===== src/rtl/mips_multicycle_ctrl.sv =====
// Multicycle MIPS main-control FSM with stretchable memory accesses,
// bne/addi/j decoding, a sticky illegal-opcode trap and a state debug port.
module mips_multicycle_ctrl #(
  parameter int MEM_LAT    = 1,
  parameter bit WAIT_READY = 1'b0
) (
  input  logic       clk,
  input  logic       reset,
  input  logic [5:0] op,
  input  logic       zero,
  input  logic       memready,
  output logic       memread,
  output logic       memwrite,
  output logic       alusrca,
  output logic [1:0] alusrcb,
  output logic       pcen,
  output logic [1:0] pcsource,
  output logic       memtoreg,
  output logic       regdst,
  output logic       iord,
  output logic       regwrite,
  output logic       irwrite,
  output logic [1:0] aluop,
  output logic       illegal,
  output logic [3:0] state_dbg
);

  typedef enum logic [3:0] {
    S_FETCH  = 4'd0,  S_DECODE = 4'd1,  S_MEMADR = 4'd2,  S_MEMRD  = 4'd3,
    S_MEMWB  = 4'd4,  S_MEMWR  = 4'd5,  S_RTEX   = 4'd6,  S_RTWB   = 4'd7,
    S_BEQEX  = 4'd8,  S_BNEEX  = 4'd9,  S_ADDIEX = 4'd10, S_ADDIWB = 4'd11,
    S_JEX    = 4'd12, S_TRAP   = 4'd13
  } state_t;

  localparam int            CW   = (MEM_LAT > 1) ? $clog2(MEM_LAT) : 1;
  localparam logic [CW-1:0] LAST = CW'(MEM_LAT - 1);

  state_t        r_state, w_next;
  logic [CW-1:0] r_wait_cnt;
  logic          r_illegal;
  logic          w_mem_state, w_done;

  // Memory handshake: memread/memwrite stay high for the whole memory state;
  // the access completes in the first cycle where at least MEM_LAT cycles have
  // elapsed and (when WAIT_READY) memready=1. Earlier memready is ignored.
  assign w_mem_state = (r_state == S_FETCH) || (r_state == S_MEMRD) || (r_state == S_MEMWR);
  assign w_done      = w_mem_state && (r_wait_cnt == LAST) && (memready || !WAIT_READY);

  always_ff @(posedge clk) begin
    if (reset) begin
      r_state    <= S_FETCH;
      r_wait_cnt <= '0;
      r_illegal  <= 1'b0;
    end else begin
      r_state <= w_next;
      if (w_mem_state && !w_done) begin
        if (r_wait_cnt != LAST) r_wait_cnt <= r_wait_cnt + 1'b1;
      end else begin
        r_wait_cnt <= '0;
      end
      if (w_next == S_TRAP) r_illegal <= 1'b1;
    end
  end

  always_comb begin
    w_next   = r_state;
    memread  = 1'b0;
    memwrite = 1'b0;
    alusrca  = 1'b0;
    alusrcb  = 2'b00;
    pcen     = 1'b0;
    pcsource = 2'b00;
    memtoreg = 1'b0;
    regdst   = 1'b0;
    iord     = 1'b0;
    regwrite = 1'b0;
    irwrite  = 1'b0;
    aluop    = 2'b00;
    case (r_state)
      S_FETCH: begin
        memread = 1'b1;
        alusrcb = 2'b01;
        irwrite = w_done;
        pcen    = w_done;
        if (w_done) w_next = S_DECODE;
      end
      S_DECODE: begin
        alusrcb = 2'b11;
        case (op)
          6'b100011, 6'b101011: w_next = S_MEMADR;
          6'b000000:            w_next = S_RTEX;
          6'b000100:            w_next = S_BEQEX;
          6'b000101:            w_next = S_BNEEX;
          6'b001000:            w_next = S_ADDIEX;
          6'b000010:            w_next = S_JEX;
          default:              w_next = S_TRAP;
        endcase
      end
      S_MEMADR: begin
        alusrca = 1'b1;
        alusrcb = 2'b10;
        w_next  = (op == 6'b100011) ? S_MEMRD : S_MEMWR;
      end
      S_MEMRD: begin
        memread = 1'b1;
        iord    = 1'b1;
        if (w_done) w_next = S_MEMWB;
      end
      S_MEMWB: begin
        regwrite = 1'b1;
        memtoreg = 1'b1;
        w_next   = S_FETCH;
      end
      S_MEMWR: begin
        memwrite = 1'b1;
        iord     = 1'b1;
        if (w_done) w_next = S_FETCH;
      end
      S_RTEX: begin
        alusrca = 1'b1;
        aluop   = 2'b10;
        w_next  = S_RTWB;
      end
      S_RTWB: begin
        regwrite = 1'b1;
        regdst   = 1'b1;
        w_next   = S_FETCH;
      end
      S_BEQEX, S_BNEEX: begin
        alusrca  = 1'b1;
        aluop    = 2'b01;
        pcsource = 2'b01;
        pcen     = (r_state == S_BEQEX) ? zero : !zero;
        w_next   = S_FETCH;
      end
      S_ADDIEX: begin
        alusrca = 1'b1;
        alusrcb = 2'b10;
        w_next  = S_ADDIWB;
      end
      S_ADDIWB: begin
        regwrite = 1'b1;
        w_next   = S_FETCH;
      end
      S_JEX: begin
        pcsource = 2'b10;
        pcen     = 1'b1;
        w_next   = S_FETCH;
      end
      S_TRAP:  w_next = S_TRAP;
      default: w_next = S_FETCH;
    endcase

    illegal   = r_illegal;
    state_dbg = r_state;
    // Reset silences every output so an aborted access issues no enables.
    if (reset) begin
      memread   = 1'b0;
      memwrite  = 1'b0;
      alusrca   = 1'b0;
      alusrcb   = 2'b00;
      pcen      = 1'b0;
      pcsource  = 2'b00;
      memtoreg  = 1'b0;
      regdst    = 1'b0;
      iord      = 1'b0;
      regwrite  = 1'b0;
      irwrite   = 1'b0;
      aluop     = 2'b00;
      illegal   = 1'b0;
      state_dbg = 4'd0;
    end
  end

endmodule


===== config.mk =====
export PLATFORM = sky130hd
export DESIGN_NAME = mips_multicycle_ctrl
export DESIGN_NICKNAME = d
export VERILOG_FILES = /design/src/rtl/mips_multicycle_ctrl.sv
export SDC_FILE = /design/constraint.sdc
export NUM_CORES = 1
export LEC_CHECK = 0
export CAP_MARGIN = 5
export CORE_UTILIZATION = 36
export DETAILED_ROUTE_END_ITERATION = 16
export GPL_ROUTABILITY_DRIVEN = 0
export PLACE_DENSITY = 0.74
export SLEW_MARGIN = 20
export SYNTH_ARGS = -nofsm -noshare
export SYNTH_HDL_FRONTEND = slang
export SYNTH_SLANG_ARGS = --single-unit

===== constraint.sdc =====
create_clock -name clk -period 1.65 [get_ports clk]
set_input_delay 0.2475 -clock clk [delete_from_list [all_inputs] [get_ports clk]]
set_output_delay 0.2475 -clock clk [all_outputs]
set_load 0.01 [all_outputs]

### Word level (Yosys, flattened, before mapping)

Index checks and enable logic that the tools add are counted.

| word-level totals | value |
|---|---|
| bits in registers | 6 |
| bits of input ports | 10 |

| operators by class | value |
|---|---|
| add/subtract/negate cells | 1 |
| equality and inequality tests | 20 |
| multiplexer cells | 33 |
| bitwise gates (word level) | 2 |
| reductions and logical operators | 16 |

Operators with widths:

| kind | number |
|---|---|
| $pmux W4 S8 | 1 |
| $eq A4 B4 Y1 const B | 7 |
| $pmux W4 S6 | 1 |
| $mux W1 | 19 |
| $eq A4 B3 Y1 const B | 4 |
| $mux W4 | 4 |
| $eq A6 B3 Y1 const B | 2 |
| $eq A6 B6 Y1 const B | 2 |
| $reduce_or A2 Y1 | 5 |
| $eq A4 B2 Y1 const B | 2 |
| $pmux W2 S2 | 2 |
| $eq A6 B2 Y1 const B | 1 |
| $eq A6 B4 Y1 const B | 1 |
| $logic_not A6 Y1 | 1 |
| $mux W2 | 3 |
| $pmux W2 S3 | 1 |
| $reduce_or A3 Y1 | 2 |
| $reduce_or A5 Y1 | 1 |
| $eq A4 B1 Y1 const B | 1 |
| $logic_not A4 Y1 | 1 |
| $mux W3 | 1 |
| $pmux W1 S3 | 1 |
| $logic_and A1 B1 Y1 | 2 |
| $logic_not A1 Y1 | 2 |
| 3 further kinds | 5 |

### Depth between registers and ports, before layout

| depth | value |
|---|---|
| depth in word-level cells | 8 |
| depth in mapped cells | 6 |
| depth with buffers taken out | 5 |

### Least setup slack after synthesis

OpenSTA, ideal clock, no wires.

| path | value |
|---|---|
| kind | register to register |
| start | register r_state[3] |
| end | register r_illegal |
| library setup time | 134 ps |
| arrival time | 1,428 ps |
| data required time | 1,516 ps |
| setup slack | 88 ps |
| cell stages (with the launch flop) | 7 |
| buffers on the path | 1 |
| period minus slack after synthesis | 1,562 ps |
| path through | dfxtp_1 clkbuf_1 nor2_1 o211a_1 o41a_1 o41ai_1 o41ai_1 |

| on the way | value |
|---|---|
| cells in the longest elaborated chain, start to end | 7 |
| elaborated cells between the ends (all ways) | 16 |

RTL lines:

| item | RTL line | source |
|---|---|---|
| start: declaration | 38 | `state_t r_state, w_next;` |
| start signal: assignment | 55 | `r_state <= w_next;` |
| $eq A4 B2 Y1 or $logic_not A4 Y1 (tied branches) | 46, 79 |  |
| $logic_or A1 B1 Y1 (2 in series) | 46 | `assign w_mem_state = (r_state == S_FETCH) \|\| (r_state == S_MEMRD) \|\| (r_state == S_MEMWR);` |
| $logic_and A1 B1 Y1 | 47 | `assign w_done = w_mem_state && (r_wait_cnt == LAST) && (memready \|\| !WAIT_READY);` |
| $mux W4, on equally long branches | 117, 107, 85 |  |
| $pmux W4 S8 * | 79 | `case (r_state)` |
| $eq A4 B4 Y1 * | 61 | `if (w_next == S_TRAP) r_illegal <= 1'b1;` |
| end signal: assignment | 53 | `r_illegal <= 1'b0;` |
| end signal: assignment | 61 |  |
| end: declaration | 40 | `logic r_illegal;` |

Every way passes the cells marked *; elsewhere a longest branch is shown, timed or not.
A chain may end at the register's enable or synchronous reset.

### Final worst setup path

| path | value |
|---|---|
| start | register r_state[1] |
| end | register r_illegal |

Same word-level chain as after synthesis.

==> impl_metrics.toml <==
[yosys]
synth_xor_area_share_pct = 1.34
synthCells = 99
ys_types = 40
ys_seq_elements = 6
synth_warnings = 0
synth_area_leaders = "dfxtp_1, nor3_1, nor2_1, a21oi_1, nand2_1"
synth_top_area_share_pct = 18.3
avgSynthCellArea_um2 = 6.62
yosysTopAreaCell = "dfxtp_1"
synthMuxAreaShare_pct = 1.72
synth_nets = 109
seq_area_frac_synth_pct = 18.3
synth-simple-area-share_pct = 45.4
synth_adder_area_share_pct = 1.72
synth_compound_area_share_pct = 22.1
synth_top_family_by_area = "simple AND/OR/NAND/NOR gates"
syn_area_um2 = 656

[timing]
fin_crit_sh_pct = 103
hold_viol = 0
final_max_slew_viol_count = 0
final.setup_skew_ns = 0.00245
max_freq_mhz = 591
final.setup.worst_slack_ns = -0.0422
rsz0062_at_grt = "true"
finalSetupViolCount = 3
fin_crit_ns = 1.69

[die]
core-area_um2 = 1710
die_y_um = 44.7
num_rows = 15
die_width_um = 44.7
ios = 30
die_area_um2 = 2000
initial_core_util_pct = 38.4

[route]
drc = 0
num_vias = 1012
wl_per_cell_um = 15.9
wl_mm = 2.79
firstDrtPassIters = 4
ant_nets = 0
drt_iter0_drc = 48
viasPerCell = 5.78

[final_layout]
multi_input_area_um2 = 586
drive_above_1_share_pct = 48.0
fill_cells = 120
num_antenna_cells = 0
final-seq-area_um2 = 134
layoutNonFillerInstCount = 175
mostFrequentLayoutCell = "buf_4"
area_growth_pct = 88.7
layout.nets = 162
layout_common_cells = "buf_4, nor2_1, nor3_1, dlygate4sd2_1, nand2_1"

[place]
port_buffers = 28
hpwl_mm = 1.78
dp_cells = 170

[setup_path]
r2r_start = "r_state[1]"
path_max_fanout = 8
endpoint_kind = "flip-flop"
worstSetupPathType = "flip-flop to flip-flop"
rrSetupSlack_ns = -0.04
worstPathRequired_ns = 1.76
crit_start = "r_state[1]"
start_kind = "flip-flop"
arrival_ns = 1.80

[cts]
cts_sinks = 6
cts_buffers = 3
clk_pin_slew_ns = 0.04
clock-root-buffer = "clkbuf_4"
cts_max_level = 1
clock_path_buffers = 2
clk_latency_ns = 0.24
ctsHoldBuffers = 0
cts_tree = "built"

[grt]
antenna_found_initial = 0
top_usage_layer = "met2"
grt_util_met2_pct = 43.2
grt_use_total_pct = 26.6
use_met3_pct = 1.22
grt_pass1_vias = 871
grt_use_met1_pct = 37.9
grt_pass1_wl_mm = 3.93
grt_max_degree = 12
grt-ovfl-total = 0

[power]
max-vdd-ir-drop_mv = 0.616
total_power_uw = 955
powerDensity_nw_per_um2 = 772
p_leak_uw = 0.000612

[flow_run]
maxCapViolations = 0

[worst_hold_path]
hold_start = "r_illegal"
hp-class = "flip-flop to flip-flop"

[status]
violations = "setup timing"
status = "complete, but fails checks"
[cells in the mapped netlist]
master and count:
nor2_1 14, nor3_1 11, nand2_1 8, a21oi_1 6, dfxtp_1 6, inv_1 6, clkbuf_1 5, nor2b_1 4
and3_1 3, a31oi_1 2, nand2b_1 2, nand3_1 2, nor4_1 2, o41ai_1 2, a2111oi_2 1, a211oi_1 1
a41oi_1 1, and2_1 1, and2b_2 1, and3_2 1, buf_2 1, buf_6 1, conb_1 1, maj3_2 1
mux2_2 1, nor3b_1 1, nor4b_1 1, o2111a_1 1, o211a_1 1, o21ai_0 1, o22ai_1 1, o32a_1 1
o41a_1 1, or2_1 1, or2_2 1, or3_1 1, or3_2 1, or4_1 1, or4_2 1, xor2_1 1
[metal layers]
metal,share of wire [%],vias up
met3,8.2,4
met1,39,478
met4,0.90,0
li1,-,463
met2,52,67
met5,0,-
[state kept, by name, indices dropped and copies added (netlist names)]
register and cells:
r_state 4, r_illegal 1, r_wait_cnt 1
[cell type report]
class / count / share of cell area [%]
multi-input cells: 80 / 47.3
well taps: 25 / 2.53
repair buffers: 55 / 35.7
clock buffers: 3 / 1.82
flip-flops and latches: 6 / 10.8
inverters: 6 / 1.82
[critical path: stages (launching register included)]
cell and delay [ns]:
dfxtp_4 0.39, and2b_2 0.27, buf_4 0.15, nand2_1 0.16, nor2_4 0.06, buf_4 0.14, a2111oi_4 0.25, o41ai_2 0.13
[where the power goes]
part / total (uW) / internal (uW) / leakage (uW) / switching [uW]
clock: 131 / 82.0 / 0.0000138 / 48.8
combinational: 621 / 318 / 0.000546 / 303
sequential: 203 / 169 / 0.0000518 / 34.2
total: 955 / 569 / 0.000612 / 386
[kinds of logic after synthesis]
family | Yosys count
other | 1
XOR/XNOR | 1
buffers and inverters | 13
AND/OR/NAND/NOR | 57
flip-flops | 6
AO/OA/AOI/OAI | 19
multiplexers | 1
adder cells (fa/ha/maj) | 1
[path summary, 6_finish.rpt]
| kind | to | cells past startpoint |
|---|---|---|
| setup / recovery | r_illegal | 7 |
| hold / removal | r_illegal | 2 |
| setup reg to reg | r_illegal | 7 |
| hold reg to reg | r_illegal | 2 |
[what timing repair did]
action                     CTS  global route
cloned                       0             0
pin swaps                    4             9
buffers inserted             0             2
setup endpoints to repair   25            18
resized for setup           65            38
[metrics by stage]
step           worst slack [ns]  hold WS (ns)  instance area (um2)  utilization (%)  setup TNS, ns
2_1_floorplan            0.0878         0.414                  656                -              0
6_report                -0.0422         0.512                 1240             72.5        -0.0639
3_5_place_dp             -0.491         0.453                 1120             65.6          -7.19
5_1_grt                  -0.117         0.533                 1240             72.5         -0.237
3_3_place_gp             -0.455         0.438                 1120             65.6          -6.86
4_1_cts                -0.00140         0.461                 1170             68.5       -0.00258
Note: power is estimated with default switching activity, not from simulation.
